$ cat src/rtl/hist_ctrl_gen.sv
// Histogram sequencer: scans dim x dim pixels through LANES lane counters, then merges the
// per-lane counts of each bin into histogram memory (plain or cumulative).
module hist_ctrl_gen #(
  parameter int unsigned LANES   = 4,
  parameter int unsigned BINS    = 8,
  parameter int unsigned DIM_W   = 7,
  parameter int unsigned CNT_W   = 14,
  parameter int unsigned PADDR_W = 14,
  parameter int unsigned HADDR_W = 6,
  parameter int unsigned DATA_W  = 32
) (
  input  logic                     clk,
  input  logic                     rst,
  input  logic                     ready,
  input  logic [DIM_W-1:0]         dim,
  input  logic                     cum_mode,
  input  logic [LANES*CNT_W-1:0]   hist_in,
  output logic [PADDR_W-1:0]       addr_pix,
  output logic                     en_hist,
  output logic [LANES-1:0]         lane_mask,
  output logic                     clr_hist,
  output logic [HADDR_W-1:0]       addr_bin,
  output logic                     we_hist,
  output logic [HADDR_W-1:0]       addr_hist,
  output logic [DATA_W-1:0]        dataout_hist,
  output logic                     busy,
  output logic                     start
);

  localparam int unsigned LaneShift = $clog2(LANES);
  localparam int unsigned LaneW     = (LANES > 1) ? $clog2(LANES) : 1;
  localparam int unsigned SqW       = 2 * DIM_W + 1;
  localparam int unsigned WordsW    = PADDR_W + 1;

  typedef enum logic [2:0] {StIdle, StClear, StScan, StDrain, StRead, StWrite, StDone} state_e;

  state_e              state_q, state_d;
  logic [WordsW-1:0]   words_q, words_d;
  logic [LaneW-1:0]    rem_q, rem_d;
  logic                cum_q, cum_d;
  logic [PADDR_W-1:0]  k_q, k_d;
  logic [HADDR_W-1:0]  b_q, b_d;
  logic [DATA_W-1:0]   acc_q, acc_d;

  logic [PADDR_W-1:0]  addr_pix_q, addr_pix_d;
  logic                en_q, en_d;
  logic [LANES-1:0]    mask_q, mask_d;
  logic                clr_q, clr_d;
  logic [HADDR_W-1:0]  addr_bin_q, addr_bin_d;
  logic                we_q, we_d;
  logic [HADDR_W-1:0]  addr_hist_q, addr_hist_d;
  logic [DATA_W-1:0]   data_q, data_d;
  logic                busy_q, busy_d;
  logic                start_q, start_d;

  logic [SqW-1:0]      sq, sq_up;
  logic [LANES-1:0]    tail_mask;
  logic [DATA_W-1:0]   sum;
  logic                last_bin;

  always_comb begin
    sq    = SqW'(dim) * SqW'(dim);
    sq_up = (sq + SqW'(LANES - 1)) >> LaneShift;
  end

  always_comb begin
    tail_mask = '0;
    for (int i = 0; i < LANES; i++) begin
      tail_mask[i] = (rem_q == '0) || (LaneW'(i) < rem_q);
    end
  end

  always_comb begin
    sum = '0;
    for (int i = 0; i < LANES; i++) begin
      sum = sum + DATA_W'(hist_in[i*CNT_W +: CNT_W]);
    end
  end

  assign last_bin = (b_q == HADDR_W'(BINS - 1));

  always_comb begin
    state_d     = state_q;
    words_d     = words_q;
    rem_d       = rem_q;
    cum_d       = cum_q;
    k_d         = k_q;
    b_d         = b_q;
    acc_d       = acc_q;
    addr_pix_d  = '0;
    en_d        = 1'b0;
    mask_d      = '0;
    clr_d       = 1'b0;
    addr_bin_d  = '0;
    we_d        = 1'b0;
    addr_hist_d = '0;
    data_d      = '0;
    start_d     = 1'b0;
    unique case (state_q)
      StIdle: begin
        if (ready) begin
          state_d = StClear;
          words_d = WordsW'(sq_up);
          rem_d   = LaneW'(sq & SqW'(LANES - 1));
          cum_d   = cum_mode;
          acc_d   = '0;
          clr_d   = 1'b1;
        end
      end
      StClear: begin
        k_d = '0;
        // An empty image still spends one cycle in Drain (with en_hist low) so the
        // run length stays 1 + words + 1 + 2*BINS + 1 for every dim.
        if (words_q != '0) begin
          state_d = StScan;
          mask_d  = '1;
        end else begin
          state_d = StDrain;
        end
      end
      StScan: begin
        en_d = 1'b1;
        if (WordsW'(k_q) == words_q - WordsW'(1)) begin
          state_d = StDrain;
          mask_d  = tail_mask;
        end else begin
          k_d        = k_q + PADDR_W'(1);
          addr_pix_d = k_q + PADDR_W'(1);
          mask_d     = '1;
        end
      end
      StDrain: begin
        state_d = StRead;
        b_d     = '0;
      end
      StRead: begin
        state_d     = StWrite;
        we_d        = 1'b1;
        addr_hist_d = b_q;
        data_d      = cum_q ? (acc_q + sum) : sum;
        acc_d       = acc_q + sum;
        // Present the next bin early so its counts are valid during the next Read.
        addr_bin_d  = last_bin ? '0 : b_q + HADDR_W'(1);
      end
      StWrite: begin
        if (last_bin) begin
          state_d = StDone;
          start_d = 1'b1;
        end else begin
          state_d    = StRead;
          b_d        = b_q + HADDR_W'(1);
          addr_bin_d = b_q + HADDR_W'(1);
        end
      end
      StDone: begin
        state_d = StIdle;
      end
      default: begin
        state_d = StIdle;
      end
    endcase
    busy_d = (state_d != StIdle);
  end

  always_ff @(posedge clk or negedge rst) begin
    if (!rst) begin
      state_q     <= StIdle;
      words_q     <= '0;
      rem_q       <= '0;
      cum_q       <= 1'b0;
      k_q         <= '0;
      b_q         <= '0;
      acc_q       <= '0;
      addr_pix_q  <= '0;
      en_q        <= 1'b0;
      mask_q      <= '0;
      clr_q       <= 1'b0;
      addr_bin_q  <= '0;
      we_q        <= 1'b0;
      addr_hist_q <= '0;
      data_q      <= '0;
      busy_q      <= 1'b0;
      start_q     <= 1'b0;
    end else begin
      state_q     <= state_d;
      words_q     <= words_d;
      rem_q       <= rem_d;
      cum_q       <= cum_d;
      k_q         <= k_d;
      b_q         <= b_d;
      acc_q       <= acc_d;
      addr_pix_q  <= addr_pix_d;
      en_q        <= en_d;
      mask_q      <= mask_d;
      clr_q       <= clr_d;
      addr_bin_q  <= addr_bin_d;
      we_q        <= we_d;
      addr_hist_q <= addr_hist_d;
      data_q      <= data_d;
      busy_q      <= busy_d;
      start_q     <= start_d;
    end
  end

  assign addr_pix     = addr_pix_q;
  assign en_hist      = en_q;
  assign lane_mask    = mask_q;
  assign clr_hist     = clr_q;
  assign addr_bin     = addr_bin_q;
  assign we_hist      = we_q;
  assign addr_hist    = addr_hist_q;
  assign dataout_hist = data_q;
  assign busy         = busy_q;
  assign start        = start_q;

endmodule

$ cat config.mk
export PLATFORM = sky130hd
export DESIGN_NAME = hist_ctrl_gen
export DESIGN_NICKNAME = d
export VERILOG_FILES = /design/src/rtl/hist_ctrl_gen.sv
export SDC_FILE = /design/constraint.sdc
export NUM_CORES = 1
export LEC_CHECK = 0
export ABC_AREA = 1
export BUFFER_PORTS_ARGS = -buffer_cell sky130_fd_sc_hd__buf_4
export CORE_MARGIN = 10
export CORE_UTILIZATION = 64
export DETAILED_ROUTE_END_ITERATION = 10
export GPL_TIMING_DRIVEN = 0
export PLACE_DENSITY = 0.87
export SLEW_MARGIN = 20
export SYNTH_ARGS = -nofsm -noshare
export SYNTH_HDL_FRONTEND = slang
export SYNTH_SLANG_ARGS = --single-unit
$ cat constraint.sdc
create_clock -name clk -period 4.8 [get_ports clk]
set_input_delay 0.96 -clock clk [delete_from_list [all_inputs] [get_ports clk]]
set_output_delay 0.96 -clock clk [all_outputs]
set_load 0.05 [all_outputs]
Word-level counts from Yosys, hierarchy flattened
Cells that the tools add are included.

Register bits after elaboration: 138. Input port bits: 67. Output and inout port bits: 67. Logic and storage cells: 83.

Add/sub/neg operators: 8. Multipliers: 1. Order comparisons: 4. Equality and inequality tests: 10. Multiplexer cells: 27. Reduce and logical (&&, ||, !) cells: 16.

Operator list (count): $mux 32 (3); $pmux 32 s2 (1); $mux 14 (3); $add 32x17->32 (1); $pmux 14 s2 (1); $mux 6 (4); $pmux 3 s6 (1); $add 16x14->17 (1); $add 15x14->16 (1); $add 14x14->15 (1); $add 14x2->15 const B (1); $eq 14x15->1 (1); $reduce_bool 15->1 (1); $add 14x1->14 const B (1); $mul 7x7->14 (1); $sub 13x1->14 const B (1); $pmux 6 s2 (1); $mux 4 (2); $pmux 4 s2 (1); $reduce_and 2->1 (4); $mux 1 (7); $add 6x1->6 const B (1); $eq 3x2->1 const B (2); $eq 3x3->1 const B (2); 13 further kinds (23).

Longest topological paths before layout
Gate-level depths: netlist of run 1.

Depth after elaboration: 6. Gate-level depth with buffers: 28. Gate-level depth less buffers: 28.

Worst setup path after synthesis of run 1
OpenSTA, ideal clock, no wires.

Path kind: input -> register. Start: in dim[5]. End: reg words_q[9]. Arrival: 4.732 ns. Required time: 4.682 ns. Setup slack: -0.050 ns. Cell stages on the path: 17. Path buffers: 1. Path through: clkbuf_1 > nand2_1 > fa_1 > fa_1 > inv_1 > fa_1 > inv_1 > fa_1 > inv_1 > ha_1 > a21oi_1 > o21ai_0 > a21oi_1 > o21bai_1 > or2_2 > nand3_1 > nand2_1.

Longest elaborated chain between the ends: 2.

RTL lines: start, declared (RTL line 15) `input logic [DIM_W-1:0] dim,`; $mul 7x7->14 (RTL line 62) `sq = SqW'(dim) * SqW'(dim);`; $add 14x2->15 (RTL line 63) `sq_up = (sq + SqW'(LANES - 1)) >> LaneShift;`; end signal, assigned (RTL line 186) `words_q <= words_d;`; end, declared (RTL line 38) `logic [WordsW-1:0] words_q, words_d;`.

No other way between the ends. A chain may end at the register's enable or synchronous reset.

Worst setup path after layout of run 1
Start: in hist_in[5]. End: reg data_q[17] (netlist: dataout_hist[17]).

Longest elaborated chain between the ends: 6.

RTL lines: start, declared (RTL line 17) `input logic [LANES*CNT_W-1:0] hist_in,`; $add 14x14->15 (RTL line 76) `sum = sum + DATA_W'(hist_in[i*CNT_W +: CNT_W]);`; $add 15x14->16 (RTL line 76); $add 16x14->17 (RTL line 76); $add 32x17->32 (RTL line 140) `data_d = cum_q ? (acc_q + sum) : sum;`; $mux 32 (RTL line 140); $mux 32 (RTL line 99) `unique case (state_q)`; named net data_d[17] (RTL line 52) `logic [DATA_W-1:0] data_q, data_d;`; end signal, assigned (RTL line 199) `data_q <= data_d;`; end, declared (RTL line 52).

The timed path passes the listed nets, and every way through them passes these cells.

==> impl_results.md, run 1 <==
* DR DRC count at 0
* WL final at roughly 28000 um
* Die footprint at 21200 sq um
* GRT overflow at 0
* CTS tree: done
* CTS HTree Levels at 4
* WP data required at roughly 5 ns
* Placer congestion estimate at 0.995
* Synthesized instance count at 1333
* Yosys reg bits at 137
* Leakage at 6.90 nW
* CP arrival at 5.05 ns
* CP max stage delay at 0.51 ns
* Commonest cells post-synth: nand2_1, inv_1, dfrtp_1
* CP startpoint kind: input port
* Final instance area at about 13000 sq um
* Critical Path Start: hist_in[5]
* Post-synth EDFFs at 0
* Final worst path period share at 0.979
* Async SR Flop Fraction at 1.00
* CP max FO at 5
* Core ar. at approximately 15000 sq um
* # nets final at about 1700
* Filler cell count at 1001
* Crit Reg-Reg Endpoint: acc_q[31]$_DFFE_PN0P_
* Status: complete, no violations
* Net switching power at 0.00232 W
* IO buf count at 131
* Metal2 WL at 13100 um
* Synth warn at 0
* Via count at 9594
* Mapped Area at about 10000 sq um
* Vias in the first global route at 9406
* Kind of critical path: input port to flop
* Gr usage total at 0.258
* Via density at 5.56
* Max-slew violations at 0
* # setup viols final at 0
* Power, Total at between 0.005 and 0.006 W
* Flop pwr share at 0.220
* Worst slew margin at 0.474
* TritonCTS buffer count at 17
* Met3 WL at 2650 um
* Slowest CP cell: fa_1
* Worst setup path end: dataout_hist[17]$_DFF_PN0_
* R2R setup slack at 2.37 ns
* Share of the synthesized area in the top cell type at 0.340
* Fin Hold WS at 0.402 ns
* Met1 WL at 11700 um
* Comb pwr share at 0.515
* Row cnt at 45
* Sw Share at 0.420
* Netlist cell types at 44
* Pin count of the biggest net entering global routing at 100
* I/O Pins at 134
* Hold/Removal Path Class: input port to async pin
* Routed Antenna Nets at 0
* DP Area at 11400 sq um
* RSZ-0062 raised after global routing: yes
* Sink Count at 137
* Clk pin slew, worst setup/hold paths at 0.06 ns
* Tightest Pin Transition at 0.784 ns
* Sequential-to-total area share from yosys stat at 0.340
* Top Metal Used: met4
* Initial Utilization at 0.659
* P&R area growth vs syn at 25.0%
* Syn nets at 1505
* HPWL Detailed at 20900 um
* Share of post-route cells with drive strength above 1 at 0.190
* Iter 0 DRT Violations at approximately 750
* Reg-to-reg startpoint: acc_q[2]$_DFFE_PN0P_
* Clk Latency, worst-skew pair at roughly 0.43 ns
* Fin Clk Skew at 0.00797 ns
* Width of the die at roughly 150 um
* Max IR drop VDD at 0.396 mV
* Yosys top cell by area: dfrtp_1
* Wire length per cell at 16.3 um
* Worst path cell trace: buf_4, inv_1, fa_1, fa_1, inv_1, ha_4, a21o_1, or2_2, a21oi_1, nand2_1, nand2_1, inv_1, ha_1, a21oi_1, o21ai_0, a21oi_1, nand2_2, a21o_1, nand2_1, nand3_2, nor2_1
* Root buffer cell: clkbuf_16
* First-pass GRT wire length at 45700 um
* Ranking of synthesized cells by area: dfrtp_1, nand2_1, inv_1
* Min cycle time layout at 4.70 ns
* Drt first pass iters at 5
* CTS Buffer Depth at 2
* Peak Freq at 213 MHz
* Internal at 0.00321 W
* Syn_area_per_cell at between 7 and 8 sq um
* Max Cap Violations at 0
* Worst Setup End Kind: flop
* Initial antenna violation count at 0
* Clock power frac at 0.265
* Reg2reg path depth at 13
* Antenna cells at 0
* Post-synth top flop: dfrtp_1
* Die Y at 146 um
* Most frequent cell after synthesis: nand2_1
* Final Hold Fails at 0
* Pwr Density at 439 nW/um^2
## worst min path at each step
stage	to	slack [ns]	depth (start not counted)
2_1_floorplan	addr_bin[0]$_DFF_PN0_	0.45	1
3_3_place_gp	acc_q[15]$_DFFE_PN0P_	0.47	2
3_5_place_dp	acc_q[5]$_DFFE_PN0P_	0.48	2
4_1_cts	addr_pix[6]$_DFF_PN0_	0.41	1
5_1_grt	k_q[4]$_DFFE_PN0P_	0.42	1
6_report	k_q[5]$_DFFE_PN0P_	0.40	1
## worst max-delay path: cells and delay by family
family	cells	cell delay, ns
AO/OA/AOI/OAI	6	1.31
adder cells (fa/ha/maj)	4	1.59
buffers and inverters	4	0.24
AND/OR/NAND/NOR	7	0.94
## placed cells by master (no fill, tap or decap), drive strengths merged, types with 45 or more instances in the layout
cell,n
a21oi,49
buf,158
dfrtp,137
fa,45
ha,60
inv,263
nand2,289
nand3,95
nor2,133
o21ai,77
## registers in the layout, summed over array words and instances (netlist names), 4 cells and up
register      cells
words_q          13
addr_bin          6
lane_mask         4
k_q              14
b_q               6
dataout_hist     32
addr_pix         14
acc_q            32
addr_hist         6
## layout make-up
type / instances / area (sq um) / share of cell area
buffer: 25 / 113 / 0.00893
clock buffer: 18 / 429 / 0.0340
clock inverter: 12 / 224 / 0.0178
inverter: 262 / 983 / 0.0780
sequential: 137 / 3430 / 0.272
timing repair buffer: 150 / 1160 / 0.0918
tap: 211 / 264 / 0.0209
multi-input combinational: 909 / 6010 / 0.477
## what timing repair did
action,4_1_cts,5_1_grt
hold buffers,0,0
resized for setup,26,82
setup buffers,5,13
setup endpoints to repair,29,46
pin swaps,6,28
## through the flow
| step | util | setup TNS, ns | instances | setup WS, ns |
|---|---|---|---|---|
| after floorplan | - | 0 | 1333 | 0.00893 |
| after global placement | 0.740 | -18.63 | 1675 | -0.564 |
| after CTS | 0.794 | -0.00515 | 1711 | -0.00515 |
| after detailed placement | 0.743 | -22.84 | 1676 | -0.704 |
| final | 0.823 | 0 | 1724 | 0.100 |
| after global routing | 0.823 | -0.619 | 1724 | -0.0977 |
## power groups by stage
stage	logic [W]	registers, W	clock network (W)
2_1_floorplan	0.00165	0.00123	0
3_5_place_dp	0.00220	0.00123	0
5_1_grt	0.00313	0.00122	0.00152
6_report	0.00285	0.00122	0.00147
4_1_cts	0.00234	0.00121	0.00147
3_3_place_gp	0.00214	0.00123	0
## per-layer routing
layer,up-vias,global-route usage
met3,63,0.0689
met4,0,0.0854
met2,484,0.410
li1,4538,-
met5,-,0
met1,4509,0.336
## logic make-up (layout without fill, tap and decap cells)
| group | count (synthesis) | count (layout) | share of synthesized area |
|---|---|---|---|
| buffers and inverters | 287 | 467 | 0.108 |
| AOI/OAI and AO/OA | 162 | 162 | 0.0889 |
| adders and majority gates | 105 | 105 | 0.164 |
| xor gates and xnor gates | 50 | 50 | 0.0434 |
| and+or+nand+nor | 592 | 592 | 0.256 |
| DFF | 137 | 137 | 0.340 |
(Power assumes the default switching activity.)
==> run 2: changes to the inputs <==
==> constraint.sdc (replaced) <==
create_clock -name clk -period 4.8 [get_ports clk]
set_input_delay 0.48 -clock clk [delete_from_list [all_inputs] [get_ports clk]]
set_output_delay 0.48 -clock clk [all_outputs]
set_load 0.05 [all_outputs]
==> impl_results.md, run 2 (synthesis gave the netlist of run 1 again) <==
* # setup viols final at 0 (unchanged)
* Clk Latency, worst-skew pair at 0.43 ns (about the same)
* DR DRC count at 0 (unchanged)
* # nets final at 1657 (was 1674)
* Routed Antenna Nets at 0 (unchanged)
* First-pass GRT wire length at 45700 um (about the same)
* Gr usage total at 0.258 (about the same)
* WL final at 27300 um (was 28100 um)
* Reg2reg path depth at 11 (was 13)
* HPWL Detailed at 21400 um (was 20900 um)
* Antenna cells at 0 (unchanged)
* IO buf count at 131 (unchanged)
* Fin Clk Skew at 0.0107 ns (was 0.00797 ns)
* Iter 0 DRT Violations at 667 (was 748)
* I/O Pins at 134 (unchanged)
* Placer congestion estimate at 1.01 (was 0.995)
* CTS tree: done (unchanged)
* CP arrival at 4.84 ns (was 5.05 ns)
* Final Hold Fails at 0 (unchanged)
* Core ar. at 15300 sq um (unchanged)
* Worst slew margin at 0.428 (was 0.474)
* Die footprint at 21200 sq um (unchanged)
* Width of the die at 146 um (unchanged)
* P&R area growth vs syn at 18.9% (was 25.0%)
* Kind of critical path: input port to flop (unchanged)
* Status: complete, no violations (unchanged)
* WP data required at 5.09 ns (was 5.15 ns)
* Crit Reg-Reg Endpoint: dataout_hist[10]$_DFF_PN0_ (was acc_q[31]$_DFFE_PN0P_)
* Filler cell count at 1142 (was 1001)
* WHS Path Cells at 3
* RSZ-0062 raised after global routing: yes (unchanged)
* Wire length per cell at 16.0 um (was 16.3 um)
* Commonest non-fill, non-tap cell in the layout: nand2_1 (unchanged)
* Max IR drop VDD at 0.250 mV (was 0.396 mV)
* CP max FO at 5 (unchanged)
* TritonCTS buffer count at 17 (unchanged)
* Max Cap Violations at 0 (unchanged)
* Clk pin slew, worst setup/hold paths at 0.07 ns (was 0.06 ns)
* Sink Count at 137 (unchanged)
* Most frequent cells in the layout: nand2_1, inv_1, dfrtp_1 (was nand2_1, inv_1, buf_4)
* Initial Utilization at 0.659 (unchanged)
* Min cycle time layout at 4.55 ns (was 4.70 ns)
* Pwr Density at 403 nW/um^2 (was 439 nW/um^2)
* Reg-to-reg startpoint: acc_q[0]$_DFFE_PN0P_ (was acc_q[2]$_DFFE_PN0P_)
* Max-slew violations at 0 (unchanged)
* Root buffer cell: clkbuf_16 (unchanged)
* Final instance area at 12000 sq um (was 12600 sq um)
* Final worst path period share at 0.948 (was 0.979)
* Vias in the first global route at 9361 (was 9406)
* Core Util, Final at 0.783 (was 0.823)
* Peak Freq at 220 MHz (was 213 MHz)
* R2R setup slack at 2.30 ns (was 2.37 ns)
* Leakage at 6.71 nW (was 6.90 nW)
* Worst Setup End Kind: flop (unchanged)
* Fin Hold WS at 0.290 ns (was 0.402 ns)
* Via count at 9415 (was 9594)
* CTS Buffer Depth at 2 (unchanged)
* CTS HTree Levels at 4 (unchanged)
* Share of post-route cells with drive strength above 1 at 0.131 (was 0.190)
* Area of the multi-input gates at 5590 sq um (was 6010 sq um)
* Via density at 5.51 (was 5.56)
* Die Y at 146 um (unchanged)
* GRT overflow at 0 (unchanged)
* Tightest Pin Transition at 0.853 ns (was 0.784 ns)
* Setup bufs post-CTS at 0 (was 5)
* Row cnt at 45 (unchanged)
* Sequential Area at 3430 sq um (unchanged)
* Hold path startpoint: cum_mode
* Initial antenna violation count at 0 (unchanged)
* Hold/Removal Path Class: input port to flop (was input port to async pin)
* Critical Path Start: hist_in[3] (was hist_in[5])
* CP startpoint kind: input port (unchanged)
* Drt first pass iters at 5 (unchanged)
* Hold Path End: cum_q$_DFFE_PN0P_
* Pin count of the biggest net entering global routing at 105 (was 100)
* DP Area at 11400 sq um (about the same)
run 2: changes by cell type in the layout (fill, tap and decap cells not counted), sizes merged:
cell	delta
clkbuf	-1
bufinv	-4
clkinvlp	+3
dlygate4sd3	+1
inv	+4
buf	-18
run 2: where the power goes:
group          leakage, nW  switching (W)  internal, W
sequential            1.73      0.0000227      0.00119
clock                0.277       0.000541     0.000773
combinational         4.71        0.00151     0.000793
run 2: worst max-delay path by stage:
stage	to	slack [ns]	cells after the start
3_3_place_gp	dataout_hist[20]$_DFF_PN0_	-0.12	21
2_1_floorplan	words_q[9]$_DFFE_PN0P_	0.43	17
6_report	acc_q[17]$_DFFE_PN0P_	0.25	22
3_5_place_dp	acc_q[20]$_DFFE_PN0P_	-0.22	21
4_1_cts	acc_q[20]$_DFFE_PN0P_	0.20	20
5_1_grt	acc_q[29]$_DFFE_PN0P_	-0.07	28
run 2: worst max-delay path: stages:
cell,delay (ns)
buf_4,0.07
inv_1,0.04
fa_1,0.49
fa_1,0.51
inv_1,0.04
ha_1,0.38
nand2_1,0.10
o211ai_1,0.23
nand4_1,0.12
nand2_1,0.14
nand2_1,0.06
nand2_1,0.07
xor2_1,0.38
ha_1,0.39
a21oi_1,0.21
o21ai_0,0.20
a21oi_1,0.20
nand2_1,0.16
a21oi_1,0.21
nand2_1,0.07
nand3_1,0.13
o21ai_0,0.14
run 2: final cells by class:
cell class / instances / share of cell area
flip-flops and latches: 137 / 0.286
inverters: 262 / 0.0820
clock buffers: 17 / 0.0355
well taps: 211 / 0.0220
clock inverters: 15 / 0.0138
plain buffers: 25 / 0.00918
multi-input cells: 909 / 0.466
repair buffers: 133 / 0.0858
run 2: layer usage:
layer  GRT usage  wire length [um]  up-vias
met4      0.0758               434        0
met5           0                 0        -
li1            -                 -     4504
met1       0.338             11700     4489
met3      0.0565              2190       36
met2       0.419             13000      386
run 2: what timing repair did:
action / 4_1_cts / 5_1_grt
hold buffers: 1 / 0
hold endpoints to repair: 33 / 0
endpoints found under the setup margin: 0 / 21
resized for setup: 0 / 6
run 2: per-stage QoR:
stage               setup WS [ns]  power (W)  TNS, ns  instances
floorplan                   0.430    0.00288        0       1333
global placement           -0.120    0.00338    -1.42       1675
detailed placement         -0.218    0.00345    -2.53       1676
CTS                         0.202    0.00477        0       1709
global route              -0.0658    0.00516   -0.191       1709
finish                      0.251    0.00483        0       1709
==> run 3: changes to the inputs <==
--- a/config.mk
+++ b/config.mk
@@ -7,11 +7,12 @@
 export LEC_CHECK = 0
 export ABC_AREA = 1
 export BUFFER_PORTS_ARGS = -buffer_cell sky130_fd_sc_hd__buf_4
+export CORE_ASPECT_RATIO = 0.7
 export CORE_MARGIN = 10
-export CORE_UTILIZATION = 64
+export CORE_UTILIZATION = 50
 export DETAILED_ROUTE_END_ITERATION = 10
 export GPL_TIMING_DRIVEN = 0
-export PLACE_DENSITY = 0.87
+export PLACE_DENSITY = 0.71
 export SLEW_MARGIN = 20
 export SYNTH_ARGS = -nofsm -noshare
 export SYNTH_HDL_FRONTEND = slang
==> impl_results.md, run 3 (synthesis gave the netlist of run 1 again) <==
* Vias in the first global route at 8614 (was 9361)
* Die Y at 139 um (was 146 um)
* Commonest non-fill, non-tap cell in the layout: nand2_1 (unchanged)
* Hold Path End: cum_q$_DFFE_PN0P_ (unchanged)
* Share of post-route cells with drive strength above 1 at 0.132 (was 0.131)
* WP data required at 5.08 ns (was 5.09 ns)
* CTS Buffer Depth at 2 (unchanged)
* GRT overflow at 0 (unchanged)
* RSZ-0062 raised after global routing: yes (unchanged)
* Max-slew violations at 0 (unchanged)
* WHS Path Cells at 3 (unchanged)
* Via count at 8950 (was 9415)
* Row cnt at 43 (was 45)
* CP arrival at 4.76 ns (was 4.84 ns)
* Antenna cells at 0 (unchanged)
* P&R area growth vs syn at 19.6% (was 18.9%)
* CP startpoint kind: input port (unchanged)
* I/O Pins at 134 (unchanged)
* Most frequent cells in the layout: nand2_1, inv_1, dfrtp_1 (unchanged)
* First-pass GRT wire length at 43900 um (was 45700 um)
* Final Hold Fails at 0 (unchanged)
* Drt first pass iters at 5 (unchanged)
* Clock power frac at 0.267 (was 0.272)
* Root buffer cell: clkbuf_16 (unchanged)
* Post-Place Cells at 1735 (was 1676)
* Via density at 5.06 (was 5.51)
* Max IR drop VDD at 0.229 mV (was 0.250 mV)
* Core Util, Final at 0.609 (was 0.783)
* Initial Utilization at 0.509 (was 0.659)
* Min cycle time layout at 4.48 ns (was 4.55 ns)
* R2R setup slack at 2.25 ns (was 2.30 ns)
* TritonCTS buffer count at 17 (unchanged)
* Hold/Removal Path Class: input port to flop (unchanged)
* Routed Antenna Nets at 0 (unchanged)
* Flop pwr share at 0.253 (was 0.251)
* Internal at 0.00275 W (was 0.00276 W)
* Worst Setup End Kind: flop (unchanged)
* Filler cell count at 1864 (was 1142)
* # setup viols final at 0 (unchanged)
* Placer congestion estimate at 0.952 (was 1.01)
* WL final at 26600 um (was 27300 um)
* Core ar. at 19800 sq um (was 15300 sq um)
* Width of the die at 190 um (was 146 um)
* CP max FO at 3 (was 5)
* Slowest CP cell: fa_1 (unchanged)
* # nets final at 1657 (unchanged)
* Comb pwr share at 0.480 (was 0.477)
* Initial antenna violation count at 0 (unchanged)
* CTS tree: done (unchanged)
* Gr usage total at 0.203 (was 0.258)
* Peak Freq at 223 MHz (was 220 MHz)
* Worst slew margin at 0.410 (was 0.428)
* Final worst path period share at 0.934 (was 0.948)
* IO buf count at 131 (unchanged)
* Hold path startpoint: cum_mode (unchanged)
* Worst Path Buf+Inv at 7 (was 3)
* Pin count of the biggest net entering global routing at 93 (was 105)
* DR DRC count at 0 (unchanged)
* HPWL Detailed at 21700 um (was 21400 um)
* Non-filler instance count after layout at 1768 (was 1709)
* Sw Share at 0.427 (was 0.429)
* Reg2reg path depth at 11 (unchanged)
* Iter 0 DRT Violations at 826 (was 667)
* Die footprint at 26300 sq um (was 21200 sq um)
* Net switching power at 0.00205 W (was 0.00208 W)
* Fin Clk Skew at 0.0162 ns (was 0.0107 ns)
* Status: complete, no violations (unchanged)
* Clk Latency, worst-skew pair at 0.43 ns (about the same)
* CTS HTree Levels at 4 (unchanged)
* CP max stage delay at 0.55 ns (was 0.51 ns)
* Wire length per cell at 15.0 um (was 16.0 um)
* Max Cap Violations at 0 (unchanged)
* Tightest Pin Transition at 0.881 ns (was 0.853 ns)
* Pwr Density at 397 nW/um^2 (was 403 nW/um^2)
* Leakage at 6.70 nW (was 6.71 nW)
* Kind of critical path: input port to flop (unchanged)
* Clk pin slew, worst setup/hold paths at 0.06 ns (was 0.07 ns)
* Reg-to-reg startpoint: acc_q[0]$_DFFE_PN0P_ (unchanged)
* Setup bufs post-CTS at 0 (unchanged)
* Sink Count at 137 (unchanged)
* Cell family with most CP delay: adder cells (unchanged)
* Crit Reg-Reg Endpoint: dataout_hist[10]$_DFF_PN0_ (unchanged)
[run 3: cell count changes in the layout (fill, tap and decap cells not counted), sizes merged]
| cell | change |
|---|---|
| inv | -3 |
| clkbuf | +2 |
| clkinvlp | +1 |
[run 3: final cells by class]
class                   count  area [sq um]  area share
inverters                 262           983      0.0815
flip-flops and latches    137          3430       0.284
clock inverters            13           146      0.0121
plain buffers              25           110     0.00913
repair buffers            133          1030      0.0852
well taps                 270           338      0.0280
clock buffers              19           433      0.0359
multi-input cells         909          5600       0.464
[run 3: worst min-delay path, cell delays in order]
cell and delay (ns):
buf_4 0.08, nand2_1 0.04, o21ai_0 0.06
[run 3: worst max path at each step]
stage	startpoint	endpoint	slack (ns)	cells past startpoint
after floorplan	dim[5]	words_q[9]$_DFFE_PN0P_	0.43	17
after global placement	hist_in[1]	acc_q[26]$_DFFE_PN0P_	-0.27	26
after detailed placement	hist_in[1]	acc_q[26]$_DFFE_PN0P_	-0.25	26
after CTS	hist_in[1]	dataout_hist[26]$_DFF_PN0_	0.17	26
after global routing	hist_in[1]	dataout_hist[14]$_DFF_PN0_	-0.03	25
final	hist_in[1]	dataout_hist[10]$_DFF_PN0_	0.32	26
[run 3: what timing repair did]
| action | CTS | global route |
|---|---|---|
| setup endpoints to repair | 0 | 19 |
| gates resized for setup | 0 | 10 |
| hold buffers | 1 | 0 |
| endpoints found under the hold margin | 45 | 0 |
[run 3: power groups by stage]
stage / Sequential [W] / Combinational [W] / Clock (W)
after global routing: 0.00122 / 0.00262 / 0.00135
after global placement: 0.00123 / 0.00220 / 0
after CTS: 0.00121 / 0.00225 / 0.00130
after floorplan: 0.00123 / 0.00165 / 0
after detailed placement: 0.00123 / 0.00223 / 0
final: 0.00121 / 0.00230 / 0.00128
[run 3: stage by stage]
step           hold WS [ns]  instance area (sq um)  setup TNS (ns)  power [W]  worst slack [ns]
2_1_floorplan         0.184                  10100               0    0.00288             0.430
3_3_place_gp          0.473                  11400           -2.22    0.00344            -0.274
3_5_place_dp          0.394                  11400           -2.53    0.00346            -0.251
4_1_cts               0.258                  12000               0    0.00476             0.174
5_1_grt               0.310                  12100         -0.0317    0.00519           -0.0317
6_report              0.266                  12100               0    0.00480             0.318
[run 3: metal layers]
| layer | GRT usage | wire length, um | vias to the layer above | part of all wire |
|---|---|---|---|---|
| met2 | 0.267 | 10100 | 302 | 0.38 |
| li1 | - | - | 4500 | - |
| met1 | 0.320 | 13900 | 4131 | 0.52 |
| met4 | 0.0400 | 245 | 0 | 0.0092 |
| met3 | 0.0533 | 2350 | 17 | 0.088 |
| met5 | 0 | 0 | - | 0 |
